[config.mk]
export PLATFORM = sky130hd
export DESIGN_NAME = uart_tx_arbiter
export DESIGN_NICKNAME = d
export VERILOG_FILES = /design/src/rtl/uart_tx_arbiter.sv
export SDC_FILE = /design/constraint.sdc
export NUM_CORES = 1
export LEC_CHECK = 0
export CAP_MARGIN = 10
export CORE_MARGIN = 2
export CORE_UTILIZATION = 45
export CTS_BUF_LIST = sky130_fd_sc_hd__clkbuf_16
export CTS_CLUSTER_SIZE = 25
export DETAILED_ROUTE_END_ITERATION = 8
export HOLD_SLACK_MARGIN = 0.05
export PLACE_DENSITY = 0.88
export SLEW_MARGIN = 10
export SYNTH_ARGS = -nofsm -noshare
export SYNTH_HDL_FRONTEND = slang
export SYNTH_SLANG_ARGS = --single-unit
export TNS_END_PERCENT = 10
[constraint.sdc]
create_clock -name clk -period 3.7 [get_ports clk]
set_input_delay 0.74 -clock clk [delete_from_list [all_inputs] [get_ports clk]]
set_output_delay 0.74 -clock clk [all_outputs]
set_load 0.02 [all_outputs]
[src/rtl/uart_tx_arbiter.sv]
// Round-robin arbiter that funnels bytes from N_REQ requesters into one UART transmitter,
// using a single holding register and bounded per-grant bursts.
module uart_tx_arbiter #(
    parameter int unsigned N_REQ     = 4,
    parameter int unsigned MAX_BURST = 4,
    localparam int unsigned IdW      = $clog2(N_REQ)
) (
    input  logic                 clk,
    input  logic                 rst,
    input  logic [8*N_REQ-1:0]   req_data,
    input  logic [N_REQ-1:0]     req_valid,
    output logic [N_REQ-1:0]     req_ready,
    output logic [7:0]           tx_data,
    output logic                 tx_data_valid,
    input  logic                 tx_data_ready,
    output logic [IdW-1:0]       grant_id,
    output logic                 busy
);

    typedef enum logic [0:0] {
        StIdle,
        StSend
    } state_e;

    localparam logic [IdW-1:0] LastIdx  = IdW'(N_REQ - 1);
    localparam logic [7:0]     BurstMax = 8'(MAX_BURST);
    localparam logic [IdW:0]   NumReq   = (IdW + 1)'(N_REQ);

    state_e         state_q, state_d;
    logic [7:0]     hold_q, hold_d;
    logic [IdW-1:0] last_grant_q, last_grant_d;
    logic [IdW-1:0] grant_id_q, grant_id_d;
    logic [7:0]     burst_cnt_q, burst_cnt_d;

    logic           found;
    logic [IdW-1:0] winner;
    logic [IdW:0]   cand;

    // Search upward from last_grant+1 with wrap; only req_valid feeds the decision.
    always_comb begin
        found  = 1'b0;
        winner = '0;
        cand   = '0;
        for (int off = 1; off <= int'(N_REQ); off++) begin
            cand = {1'b0, last_grant_q} + (IdW + 1)'(off);
            if (cand >= NumReq) begin
                cand = cand - NumReq;
            end
            if (!found && req_valid[cand[IdW-1:0]]) begin
                found  = 1'b1;
                winner = cand[IdW-1:0];
            end
        end
    end

    always_comb begin
        state_d       = state_q;
        hold_d        = hold_q;
        last_grant_d  = last_grant_q;
        grant_id_d    = grant_id_q;
        burst_cnt_d   = burst_cnt_q;
        req_ready     = '0;
        tx_data_valid = 1'b0;
        busy          = 1'b0;

        unique case (state_q)
            StIdle: begin
                if (found) begin
                    req_ready[winner] = 1'b1;
                    hold_d            = req_data[{winner, 3'b000} +: 8];
                    last_grant_d      = winner;
                    grant_id_d        = winner;
                    burst_cnt_d       = 8'd1;
                    state_d           = StSend;
                end
            end
            StSend: begin
                tx_data_valid = 1'b1;
                busy          = 1'b1;
                if (tx_data_ready) begin
                    if (req_valid[last_grant_q] && (burst_cnt_q < BurstMax)) begin
                        // Refill the holding register on the same edge it drains: no bubble.
                        req_ready[last_grant_q] = 1'b1;
                        hold_d                  = req_data[{last_grant_q, 3'b000} +: 8];
                        if (burst_cnt_q != 8'hFF) begin
                            burst_cnt_d = burst_cnt_q + 8'd1;
                        end
                    end else begin
                        state_d = StIdle;
                    end
                end
            end
            default: begin
                state_d = StIdle;
            end
        endcase

        if (rst) begin
            req_ready = '0;
        end
    end

    always_ff @(posedge clk) begin
        if (rst) begin
            state_q      <= StIdle;
            hold_q       <= 8'h00;
            last_grant_q <= LastIdx;
            grant_id_q   <= '0;
            burst_cnt_q  <= 8'd0;
        end else begin
            state_q      <= state_d;
            hold_q       <= hold_d;
            last_grant_q <= last_grant_d;
            grant_id_q   <= grant_id_d;
            burst_cnt_q  <= burst_cnt_d;
        end
    end

    assign tx_data  = hold_q;
    assign grant_id = grant_id_q;

endmodule

==> results.json <==
{
  "status": "finished clean",
  "globalRouteMet1Util_pct": 30.2,
  "clk_pin_slew_worst_paths_ns": 0.06,
  "yosysTopAreaCell": "dfxtp_1",
  "vias": 1566,
  "synthTopCellsByArea": "dfxtp_1, and2_1, a221oi_2",
  "port_buffers": 54,
  "syn_nets": 213,
  "grt_pass1_vias": 1391,
  "final_antenna_net_count": 0,
  "yosysTopAreaCellShare_pct": 27.8,
  "hold_buffers": 0,
  "routedWlPerCell_um": 14.8,
  "finalCritPeriodShare_pct": 96.6,
  "p_sw_uw": 406,
  "pwr-share-comb_pct": 52.7,
  "syn2layout_area_growth_pct": 48.4,
  "swShare_pct": 37.7,
  "postSynthAreaPerCell_um2": 8.94,
  "drive_above_1_share_pct": 16.7,
  "htree_levels": 1,
  "grt_overflow": 0,
  "r2r_cells": 7,
  "die_x_um": 62.0,
  "clock_sinks": 21,
  "p_leak_nw": 0.909,
  "stdcell_count": 279,
  "coreArea_mm2": 0.00328,
  "num_rows": 21,
  "fin_ws_ns": 0.125,
  "dpl-instance-area_mm2": 0.00217,
  "drt_iter0_markers": 69,
  "ir_drop_mv": 0.191,
  "cts_made_buffers": 3,
  "maxSlewViolCount": 0,
  "finalCriticalPeriod_ns": 3.57,
  "hold_slack_ns": 0.449,
  "synth_commonest_cells": "and2_1, dfxtp_1, nand2_1",
  "drc": 0,
  "synth_cell_types": 43,
  "ioPinCount": 55,
  "internal_power_uw": 673,
  "clkPwrFrac_pct": 20.7,
  "critPathLaunchType": "primary input",
  "grt_max_degree": 17,
  "cp.arrival_ns": 2.83,
  "antenna_cells": 0,
  "cts_root_buffer": "clkbuf_16",
  "finalSetupViolations": 0,
  "synth-seq-area-share_pct": 27.8,
  "pre_cts_ws_ns": -0.180,
  "critPathCaptureType": "output pin",
  "synthArstFlopShare_pct": 0,
  "grt_use_met3_pct": 3.52,
  "first_pass_iters": 4,
  "track_usage_pct": 22.7,
  "grt_pass1_wl_um": 6380,
  "antenna_found_initial": 0,
  "gp_congestion": 0.871,
  "post_cts_buffers": 0,
  "wl_um": 4140,
  "yosys_warnings": 0,
  "cap_violations": 0,
  "holdPathStages": 2,
  "synth_cells": 169,
  "placed_cells": 275,
  "clk_latency_ns": 0.25,
  "fin_util_pct": 68.3,
  "synth-edff-count": 0,
  "dieArea_mm2": 0.00384,
  "hold_path_class": "reg -> reg",
  "ys.flop_type": "dfxtp_1",
  "dp_hpwl_um": 3120,
  "nets": 278,
  "tritoncts": "built",
  "ys_ff_latch": 21,
  "tightest_slew_ns": 0.692,
  "grtUsageMet2_pct": 36.6,
  "syn_area_mm2": 0.00151,
  "worstPathRequired_ns": 2.96,
  "slew_headroom_pct": 53.8,
  "power_density_mw_per_mm2": 481,
  "grt-busiest-layer": "met2",
  "clock_skew_ns": 0.00376,
  "final_cell_area_mm2": 0.00224,
  "die_h_um": 62.0,
  "start_util_pct": 46.0,
  "worstSetupPathType": "in -> out",
  "p_seq_share_pct": 26.6,
  "grt_setup_unrepaired": "no",
  "ctsResizeCount": 4,
  "max_freq_ghz": 0.280,
  "avgViaCountPerCell": 5.61,
  "worstPathMaxFanout": 5,
  "cts_max_path_buffers": 2,
  "hold_violations": 0
}
[layer usage]
| layer | routed length [um] | share of wire (%) |
|---|---|---|
| met3 | 175 | 4.2 |
| met5 | 0 | 0 |
| met2 | 2010 | 49 |
| met4 | 77 | 1.9 |
| met1 | 1880 | 45 |
[registers in the layout (all words and copies together), names as in the netlist]
register      count
state_q           1
grant_id          2
last_grant_q      2
tx_data           8
burst_cnt_q       8
[final timing paths]
path | startpoint | to | slack (ns)
max | req_valid[2] | req_ready[2] | 0.13
min | tx_data[0] | tx_data[0] | 0.45
max reg2reg | last_grant_q[0] | tx_data[7] | 1.05
min reg2reg | tx_data[0] | tx_data[0] | 0.45
[critical path: stages]
cell and delay [ns]:
clkdlybuf4s50_1 0.48, mux4_2 0.52, o211a_1 0.24, nor2_1 0.12, a31oi_1 0.07, buf_4 0.17, a22o_1 0.18, dlygate4sd2_1 0.31
[placed cells by master (no fill, tap or decap), types with 2 or more instances in the layout]
| master | synthesis | final |
|---|---|---|
| inv_1 | 4 | 5 |
| a221oi_2 | 8 | 8 |
| ha_1 | 5 | 5 |
| o211a_1 | 2 | 2 |
| a221oi_1 | 10 | 10 |
| o31ai_1 | 8 | 8 |
| mux2_1 | 2 | 2 |
| a31oi_1 | 3 | 3 |
| nor3_1 | 3 | 3 |
| and2_1 | 21 | 21 |
| clkdlybuf4s50_1 | 0 | 50 |
| clkbuf_16 | 0 | 3 |
| nand2b_1 | 3 | 3 |
| mux4_2 | 2 | 2 |
| nor2_1 | 10 | 10 |
| o21ai_0 | 3 | 3 |
| nor3_2 | 2 | 2 |
| nand2_1 | 15 | 15 |
| dlygate4sd2_1 | 0 | 3 |
| a21oi_1 | 5 | 5 |
| o32ai_1 | 2 | 2 |
| a21o_1 | 2 | 2 |
| buf_4 | 2 | 20 |
| dfxtp_1 | 21 | 21 |
| mux2i_1 | 5 | 5 |
| a22o_1 | 2 | 2 |
[power by group through the flow]
stage | Sequential [mW] | Clock (mW) | Combinational, mW
after floorplan | 0.327 | 0 | 0.331
after global placement | 0.289 | 0 | 0.557
after detailed placement | 0.290 | 0 | 0.566
after CTS | 0.287 | 0.224 | 0.565
after global routing | 0.291 | 0.237 | 0.616
final | 0.287 | 0.223 | 0.569
[logic make-up after synthesis]
logic type	share of synthesized area, %
AND/OR/NAND/NOR	21.1
AO/OA/AOI/OAI	31.9
flip-flops	27.8
buffers and inverters	7.28
multiplexers	7.78
adder cells (fa/ha/maj)	4.14
[per-stage QoR]
stage / power (mW) / TNS, ns
4_1_cts: 1.08 / 0
5_1_grt: 1.14 / 0
6_report: 1.08 / 0
3_5_place_dp: 0.856 / -0.452
2_1_floorplan: 0.658 / 0
3_3_place_gp: 0.846 / -0.321
[layout make-up]
cell class,instances,area [um^2]
clock inverters,1,3.75
well taps,46,57.6
repair buffers,74,687
flip-flops and latches,21,420
fillers,265,1040
multi-input cells,129,981
clock buffers,3,75.1
inverters,5,18.8
Power figures use the tool's default switching activity.
